File: config.mk
export PLATFORM = sky130hd
export DESIGN_NAME = led_mode_ctrl
export DESIGN_NICKNAME = d
export VERILOG_FILES = /design/src/rtl/led_mode_ctrl.sv
export SDC_FILE = /design/constraint.sdc
export NUM_CORES = 1
export LEC_CHECK = 0
export CORE_MARGIN = 2
export CORE_UTILIZATION = 45
export CTS_CLUSTER_SIZE = 40
export DETAILED_ROUTE_END_ITERATION = 8
export GPL_TIMING_DRIVEN = 1
export PLACE_DENSITY = 0.65
export RECOVER_POWER = 50
export SYNTH_ARGS = -nofsm -noshare
export SYNTH_HDL_FRONTEND = slang
export SYNTH_SLANG_ARGS = --single-unit
export TNS_END_PERCENT = 20
File: constraint.sdc
create_clock -name i_clk -period 6.2 [get_ports i_clk]
set_input_delay 1.24 -clock i_clk [delete_from_list [all_inputs] [get_ports i_clk]]
set_output_delay 1.24 -clock i_clk [all_outputs]
set_load 0.005 [all_outputs]
File: src/rtl/led_mode_ctrl.sv
// Four-channel LED driver: OFF/ON/BLINK/BREATHE modes with PWM dimming,
// a shared animation tick and a per-channel activity flash override.
module led_mode_ctrl #(
    parameter int TICK_DIV    = 1024,
    parameter int BLINK_TICKS = 128,
    parameter int FLASH_TICKS = 16
) (
    input  logic       i_clk,
    input  logic       i_rst,
    input  logic       i_wr_en,
    input  logic [1:0] i_wr_ch,
    input  logic [1:0] i_wr_mode,
    input  logic [7:0] i_wr_bright,
    input  logic [3:0] i_evt,
    output logic [3:0] o_led,
    output logic       o_tick
);

    localparam int PW = (TICK_DIV > 1) ? $clog2(TICK_DIV) : 1;
    localparam int BW = (BLINK_TICKS > 1) ? $clog2(BLINK_TICKS) : 1;
    localparam int FW = (FLASH_TICKS > 0) ? $clog2(FLASH_TICKS + 1) : 1;

    localparam logic [PW-1:0] PRESC_MAX  = PW'(TICK_DIV - 1);
    localparam logic [BW-1:0] BLINK_MAX  = BW'(BLINK_TICKS - 1);
    localparam logic [FW-1:0] FLASH_LOAD = FW'(FLASH_TICKS);

    typedef enum logic [1:0] {
        M_OFF     = 2'b00,
        M_ON      = 2'b01,
        M_BLINK   = 2'b10,
        M_BREATHE = 2'b11
    } mode_e;

    logic [7:0]    pwm_q, pwm_d;
    logic [PW-1:0] presc_q, presc_d;
    logic          tick_q, tick_d;
    logic [7:0]    level_q, level_d;
    logic          dir_up_q, dir_up_d;
    logic [BW-1:0] blink_cnt_q, blink_cnt_d;
    logic          blink_ph_q, blink_ph_d;
    mode_e         mode_q [4];
    mode_e         mode_d [4];
    logic [7:0]    bright_q [4];
    logic [7:0]    bright_d [4];
    logic [FW-1:0] flash_q [4];
    logic [FW-1:0] flash_d [4];
    logic [3:0]    led_q, led_d;
    logic [15:0]   prod [4];
    logic [7:0]    duty [4];

    always_comb begin
        pwm_d       = pwm_q + 8'd1;
        tick_d      = (presc_q == PRESC_MAX);
        presc_d     = tick_d ? '0 : presc_q + PW'(1);
        level_d     = level_q;
        dir_up_d    = dir_up_q;
        blink_cnt_d = blink_cnt_q;
        blink_ph_d  = blink_ph_q;

        // Triangle wave: turns around on reaching 255 or 0, never holds.
        if (tick_q) begin
            if (dir_up_q) begin
                level_d = level_q + 8'd1;
                if (level_q == 8'd254) dir_up_d = 1'b0;
            end else begin
                level_d = level_q - 8'd1;
                if (level_q == 8'd1) dir_up_d = 1'b1;
            end
            if (blink_cnt_q == BLINK_MAX) begin
                blink_cnt_d = '0;
                blink_ph_d  = ~blink_ph_q;
            end else begin
                blink_cnt_d = blink_cnt_q + BW'(1);
            end
        end

        for (int n = 0; n < 4; n++) begin
            mode_d[n]   = mode_q[n];
            bright_d[n] = bright_q[n];
            flash_d[n]  = flash_q[n];
            if (i_evt[n]) begin
                flash_d[n] = FLASH_LOAD;
            end else if (tick_q && flash_q[n] != '0) begin
                flash_d[n] = flash_q[n] - FW'(1);
            end

            prod[n] = 16'(level_q) * 16'(bright_q[n]);
            duty[n] = '0;
            unique case (mode_q[n])
                M_OFF:     duty[n] = '0;
                M_ON:      duty[n] = bright_q[n];
                M_BLINK:   duty[n] = blink_ph_q ? bright_q[n] : 8'd0;
                M_BREATHE: duty[n] = prod[n][15:8];
            endcase
            if (flash_q[n] != '0) duty[n] = 8'hFF;
            led_d[n] = ~(pwm_q < duty[n]);
        end

        if (i_wr_en) begin
            mode_d[i_wr_ch]   = mode_e'(i_wr_mode);
            bright_d[i_wr_ch] = i_wr_bright;
        end
    end

    always_ff @(posedge i_clk) begin
        if (i_rst) begin
            pwm_q       <= '0;
            presc_q     <= '0;
            tick_q      <= 1'b0;
            level_q     <= '0;
            dir_up_q    <= 1'b1;
            blink_cnt_q <= '0;
            blink_ph_q  <= 1'b0;
            led_q       <= 4'b1111;
            for (int n = 0; n < 4; n++) begin
                mode_q[n]   <= M_OFF;
                bright_q[n] <= 8'hFF;
                flash_q[n]  <= '0;
            end
        end else begin
            pwm_q       <= pwm_d;
            presc_q     <= presc_d;
            tick_q      <= tick_d;
            level_q     <= level_d;
            dir_up_q    <= dir_up_d;
            blink_cnt_q <= blink_cnt_d;
            blink_ph_q  <= blink_ph_d;
            led_q       <= led_d;
            for (int n = 0; n < 4; n++) begin
                mode_q[n]   <= mode_d[n];
                bright_q[n] <= bright_d[n];
                flash_q[n]  <= flash_d[n];
            end
        end
    end

    assign o_led  = led_q;
    assign o_tick = tick_q;

endmodule

Word level (Yosys, flattened, before mapping)

Memory sizes are Yosys's and may differ from the RTL's.
Cells that the tools add are included.
W data, S select, Z words.

RAM bits: 60
Output and inout port bits: 5
Latch bits: 0
Memories kept: 3
Memory bits (read-only): 0
Word-level logic and storage cells: 127
Register bits after elaboration: 40

Memories:

| memory   | depth | width | rd ports | clocked after memory_dff | wr ports | RTL line | RTL |
|---|---|---|---|---|---|---|---|
| bright_q | 4     | 8     | 4        | 0                        | 4        | 43       | `logic [7:0] bright_q [4];` |
| flash_q  | 4     | 5     | 4        | 0                        | 4        | 45       | `logic [FW-1:0] flash_q [4];` |
| mode_q   | 4     | 2     | 4        | 0                        | 4        | 41       | `mode_e mode_q [4];` |

Muxes and demuxes: 48
Reductions and logical operators: 15
$mul: 4
Bitwise gates (word level): 18
Shifts and indexed selects: 0
Add/subtract/negate cells: 9
Order comparisons: 6
Divide/modulo/power cells: 0
Equal/unequal tests: 16

Operator list:

| cell                    | count |
|---|---|
| $pmux W8 S4             | 4 |
| $mux W8                 | 15 |
| $mul A8 B8 Y16          | 4 |
| $mux W5                 | 12 |
| $bwmux W32              | 1 |
| $lt A8 B8 Y1            | 4 |
| $mux W32                | 1 |
| $reduce_bool A5 Y1      | 4 |
| $sub A5 B1 Y5 const B   | 4 |
| $add A8 B1 Y8 const B   | 2 |
| $demux W8 S2            | 1 |
| $eq A2 B2 Y1 const B    | 8 |
| $or A1 B1 Y1            | 12 |
| $add A10 B1 Y10 const B | 1 |
| $eq A10 B10 Y1 const B  | 1 |
| $mux W2                 | 5 |
| $bwmux W8               | 1 |
| $eq A2 B1 Y1 const B    | 4 |
| $eq A8 B1 Y1 const B    | 1 |
| $eq A8 B8 Y1 const B    | 1 |
| $logic_not A2 Y1        | 4 |
| $sub A8 B1 Y8 const B   | 1 |
| $add A7 B1 Y7 const B   | 1 |
| $eq A7 B7 Y1 const B    | 1 |
| 10 further kinds        | 23 |

Longest topological paths before layout

Word-level depth: 8
Depth in mapped cells: 25
Mapped depth without buffers: 23

Least setup slack after synthesis

OpenSTA, ideal clock, no wires.

Path kind: flip-flop to flip-flop
Start point: register level_q[0]
End point: register led_q[1] (netlist: o_led[1])
Arrival time: 6.347 ns
Setup time: 0.115 ns
Required time: 6.085 ns
Slack: -0.262 ns
Cell stages (with the launch flop): 25
Cell sequence: dfxtp_1 > clkbuf_1 > clkbuf_1 > nand2_1 > fa_1 > fa_1 > inv_1 > fa_1 > inv_1 > fa_1 > inv_1 > ha_1 > a2111oi_2 > o21ai_1 > and4b_1 > or2_0 > or3_1 > a221oi_1 > ha_1 > a21o_1 > a21o_1 > a2111oi_0 > nand2_1 > a21oi_1 > nor2_1

Longest elaborated chain between the ends: 5

RTL lines:

| element                  | RTL line | RTL |
|---|---|---|
| start: declaration       | 37       | `logic [7:0] level_q, level_d;` |
| start signal: assignment | 124      | `level_q <= level_d;` |
| $mul A8 B8 Y16           | 87       | `prod[n] = 16'(level_q) * 16'(bright_q[n]);` |
| $pmux W8 S4              | 89       | `unique case (mode_q[n])` |
| $mux W8                  | 95       | `if (flash_q[n] != '0) duty[n] = 8'hFF;` |
| $lt A8 B8 Y1             | 96       | `led_d[n] = ~(pwm_q < duty[n]);` |
| $not A1 Y1               | 96       |  |
| end signal: assignment   | 128      | `led_q <= led_d;` |
| end: declaration         | 47       | `logic [3:0] led_q, led_d;` |

No other way between the ends.
A chain may end at the register's enable or synchronous reset.

Final worst setup path

Start point: register level_q[2]
End point: register led_q[1] (netlist: o_led[1])

Same word-level chain as after synthesis.

==> impl_metrics.ini <==
[grt]
grt_pass1_wl_um = 52300
grt_pass1_vias = 10300
grt_max_degree = 87
antenna_found_initial = 3
grt_util_all_layers_pct = 21.5
gr-total-overflow = 0

[critical_path]
cp_slowest_cell = fa_1
required_ns = 6.46
ff2ff_path_depth = 21
start_kind = flip-flop
slowest_delay_ns = 0.54
r2r_end = o_led[1]
critPathCaptureType = flip-flop
crit_fanout = 10
crit_path_cell_trace = buf_4, and2_1, fa_1, fa_1, fa_1, inv_1, fa_1, inv_1, ha_1, and3_1, and4b_2, or2_0, or3_1, a221oi_2, ha_1, a21o_1, a21o_1, a2111oi_4, nand2_1, a21oi_1, nor2_1
worstSetupPathType = reg -> reg
rr_startpoint = level_q[2]
path_common_cell = fa_1
arrival_ns = 6.12
cp_num_buf_inv = 3
r2r_setup_slack_ns = 0.33
crit_family = adder cells

[cts]
tritoncts = built
clkLatencyLatePin_ns = 0.36
htreeDepth = 3
root_buffer = clkbuf_16
clock-sinks = 100
clock_path_buffers = 2
cts.clk_slew.worst_paths_ns = 0.07
numCtsBuffers = 9
cts_setup_buffers = 0

[logic_synthesis]
synth_cell_types = 63
post_synth_instance_area_mm2 = 0.0130
synth_seq_cells = 100
synth_top_area_share_pct = 21.5
netlist_instances = 1523
syn_area_per_cell_um2 = 8.54
yosysWarnings = 0
synth.net_count = 1853
synthArstFlopShare_pct = 0
synthTopCellsByArea = fa_1 22%, ha_1 16%, dfxtp_1 15%
synth_ff_type = dfxtp_1
yosysMostFrequentCell = and2_1
ys_seq_area_share_pct = 15.4
synthTopCellsByCount = 214 x and2_1, 188 x inv_1, 171 x ha_1
synth_edf_count = 0
yosys.area.top_type = fa_1

[timing]
finalClockSkew_ns = 0.00562
final_hold_viol_count = 0
fin_tns_setup_ns = 0
worst_pin_slew_ns = 3.58
slew_viol_final = 87
fin_crit_sh_pct = 94.6
fin_ws_ns = 0.333
grt_setup_unrepaired = no
timing.fmax_ghz = 0.170
max_slew_margin_pct = -139
setup_viol = 0
fin_crit_ns = 5.87

[placed_design]
placed_cell_area_mm2 = 0.0137
gp_congestion = 0.838
pre_cts_slack_ns = 0.0564
port-buffer-count = 23
hpwl_um = 24100

[floorplanning]
die_h_um = 174
fp.dieW_um = 174
start_util_pct = 45.5
fp.dieArea_mm2 = 0.0303
fp-row-count = 62
top_level_ports = 24
coreArea_mm2 = 0.0286

[hold_path]
hold_start = presc_q[0]
whs_endpoint = presc_q[0]
hold_depth = 1
hold_class = reg -> reg

[route]
via_per_inst = 5.37
routed_wl_um = 31200
route.detailed.wl_per_inst_um = 16.3
vias = 10200
drt_iter0_drc = 633
drt_first_pass_iters = 5
ant_nets = 0
post-route-drc-count = 0

[power]
switching_share_pct = 26.1
leakage_nw = 7.01
p_comb_share_pct = 10.8
p_sw_uw = 377
p_int_mw = 1.07
seq_power_share_pct = 48.4
pwr-share-clk_pct = 40.8
p_per_area_mw_per_mm2 = 103
ir_worst_vdd_v = 0.000191

[flow_run]
maxCapViolCount = 1

[final_layout]
drive_above_1_share_pct = 4.93
fin_area_mm2 = 0.0141
nNetsFinal = 1847
syn2layout_area_growth_pct = 8.09

[status]
violations = max-capacitance violations, max-slew violations
status = finished with violations
## stage by stage
step / power (mW) / std cells / util, % / hold WS [ns]
floorplan: 0.792 / 1523 / - / 0.430
global placement: 0.864 / 1890 / 47.9 / 0.443
detailed placement: 0.866 / 1890 / 47.9 / 0.454
CTS: 1.45 / 1905 / 48.9 / 0.468
global route: 1.50 / 1906 / 49.1 / 0.501
finish: 1.44 / 1906 / 49.1 / 0.466
## layer usage
layer	vias to the layer above	share of wire, %	global-route usage [%]	routed length [um]
met5	-	0.042	0	13
met4	2	1.7	5.01	527
met3	36	4.3	2.06	1340
met2	224	47	35.7	14500
met1	5017	47	30.4	14800
li1	4958	-	-	-
## final cells by class
cell class              instances  area (um2)
well taps                     384         480
multi-input cells            1163       10100
clock inverters                 4        56.3
clock buffers                  11         253
flip-flops and latches        100        2010
repair buffers                 55         460
inverters                     188         706
diodes                          1        2.50
fillers                      2762       14600
## placed cells by master, fill, tap and decap left out, types with 4 or more instances in the layout
master and count:
a2111oi_0 4, a211o_1 8, a211oi_1 9, a21o_1 12, a21oi_1 45, a221oi_1 13, a31o_2 4, a31oi_1 11
and2_1 214, and3_1 10, buf_4 31, clkbuf_16 9, clkdlybuf4s50_1 22, dfxtp_1 94, dfxtp_2 4, fa_1 140
ha_1 170, inv_1 188, mux2i_1 13, nand2_1 143, nand2b_1 8, nand3_1 29, nand3b_1 31, nand4_1 11
nor2_1 86, nor2b_1 14, nor3_1 26, nor4_1 4, o211ai_1 7, o21a_1 8, o21ai_0 22, o21bai_1 4
o31a_1 4, or3_1 7, xnor2_1 24, xor2_1 33
## how the worst max path moves through the flow
stage / start / end / slack (ns) / cells after the start
5_1_grt: level_q[3] / o_led[3] / 0.008 / 20
2_1_floorplan: level_q[3] / o_led[1] / 0.0007 / 24
3_3_place_gp: level_q[3] / o_led[1] / 0.12 / 22
3_5_place_dp: level_q[3] / o_led[1] / 0.06 / 22
6_report: level_q[2] / o_led[1] / 0.33 / 21
4_1_cts: level_q[3] / o_led[1] / 0.05 / 22
## what timing repair did
action                     CTS  global route
setup endpoints to repair    0             3
hold buffers                 0             0
resized for setup            0            16
## flip-flops by register name, indices dropped and copies added (netlist names)
register     cells
pwm_q            8
dir_up_q         1
mode_q           8
blink_ph_q       1
o_tick           1
bright_q        32
level_q          8
blink_cnt_q      7
flash_q         20
presc_q         10
o_led            4
## power by group through the flow
stage          registers, mW  logic, mW  clock network (mW)
4_1_cts                0.699      0.153               0.600
5_1_grt                0.702      0.175               0.621
2_1_floorplan          0.692     0.0999                   0
6_report               0.699      0.156               0.589
3_3_place_gp           0.713      0.150                   0
3_5_place_dp           0.713      0.153                   0
## cells by family (layout without fill, tap and decap cells)
logic type               Yosys count  in the layout  synth area share [%]
adder cells (fa/ha/maj)          311            311                  38.0
AO/OA/AOI/OAI                    175            175                  9.34
AND/OR/NAND/NOR                  604            604                  24.7
buffers and inverters            260            258                  7.52
XOR/XNOR                          57             57                  3.84
flip-flops                       100            100                  15.4
multiplexers                      16             16                  1.26
other                              0              1                     0
Power figures use the tool's default switching activity.
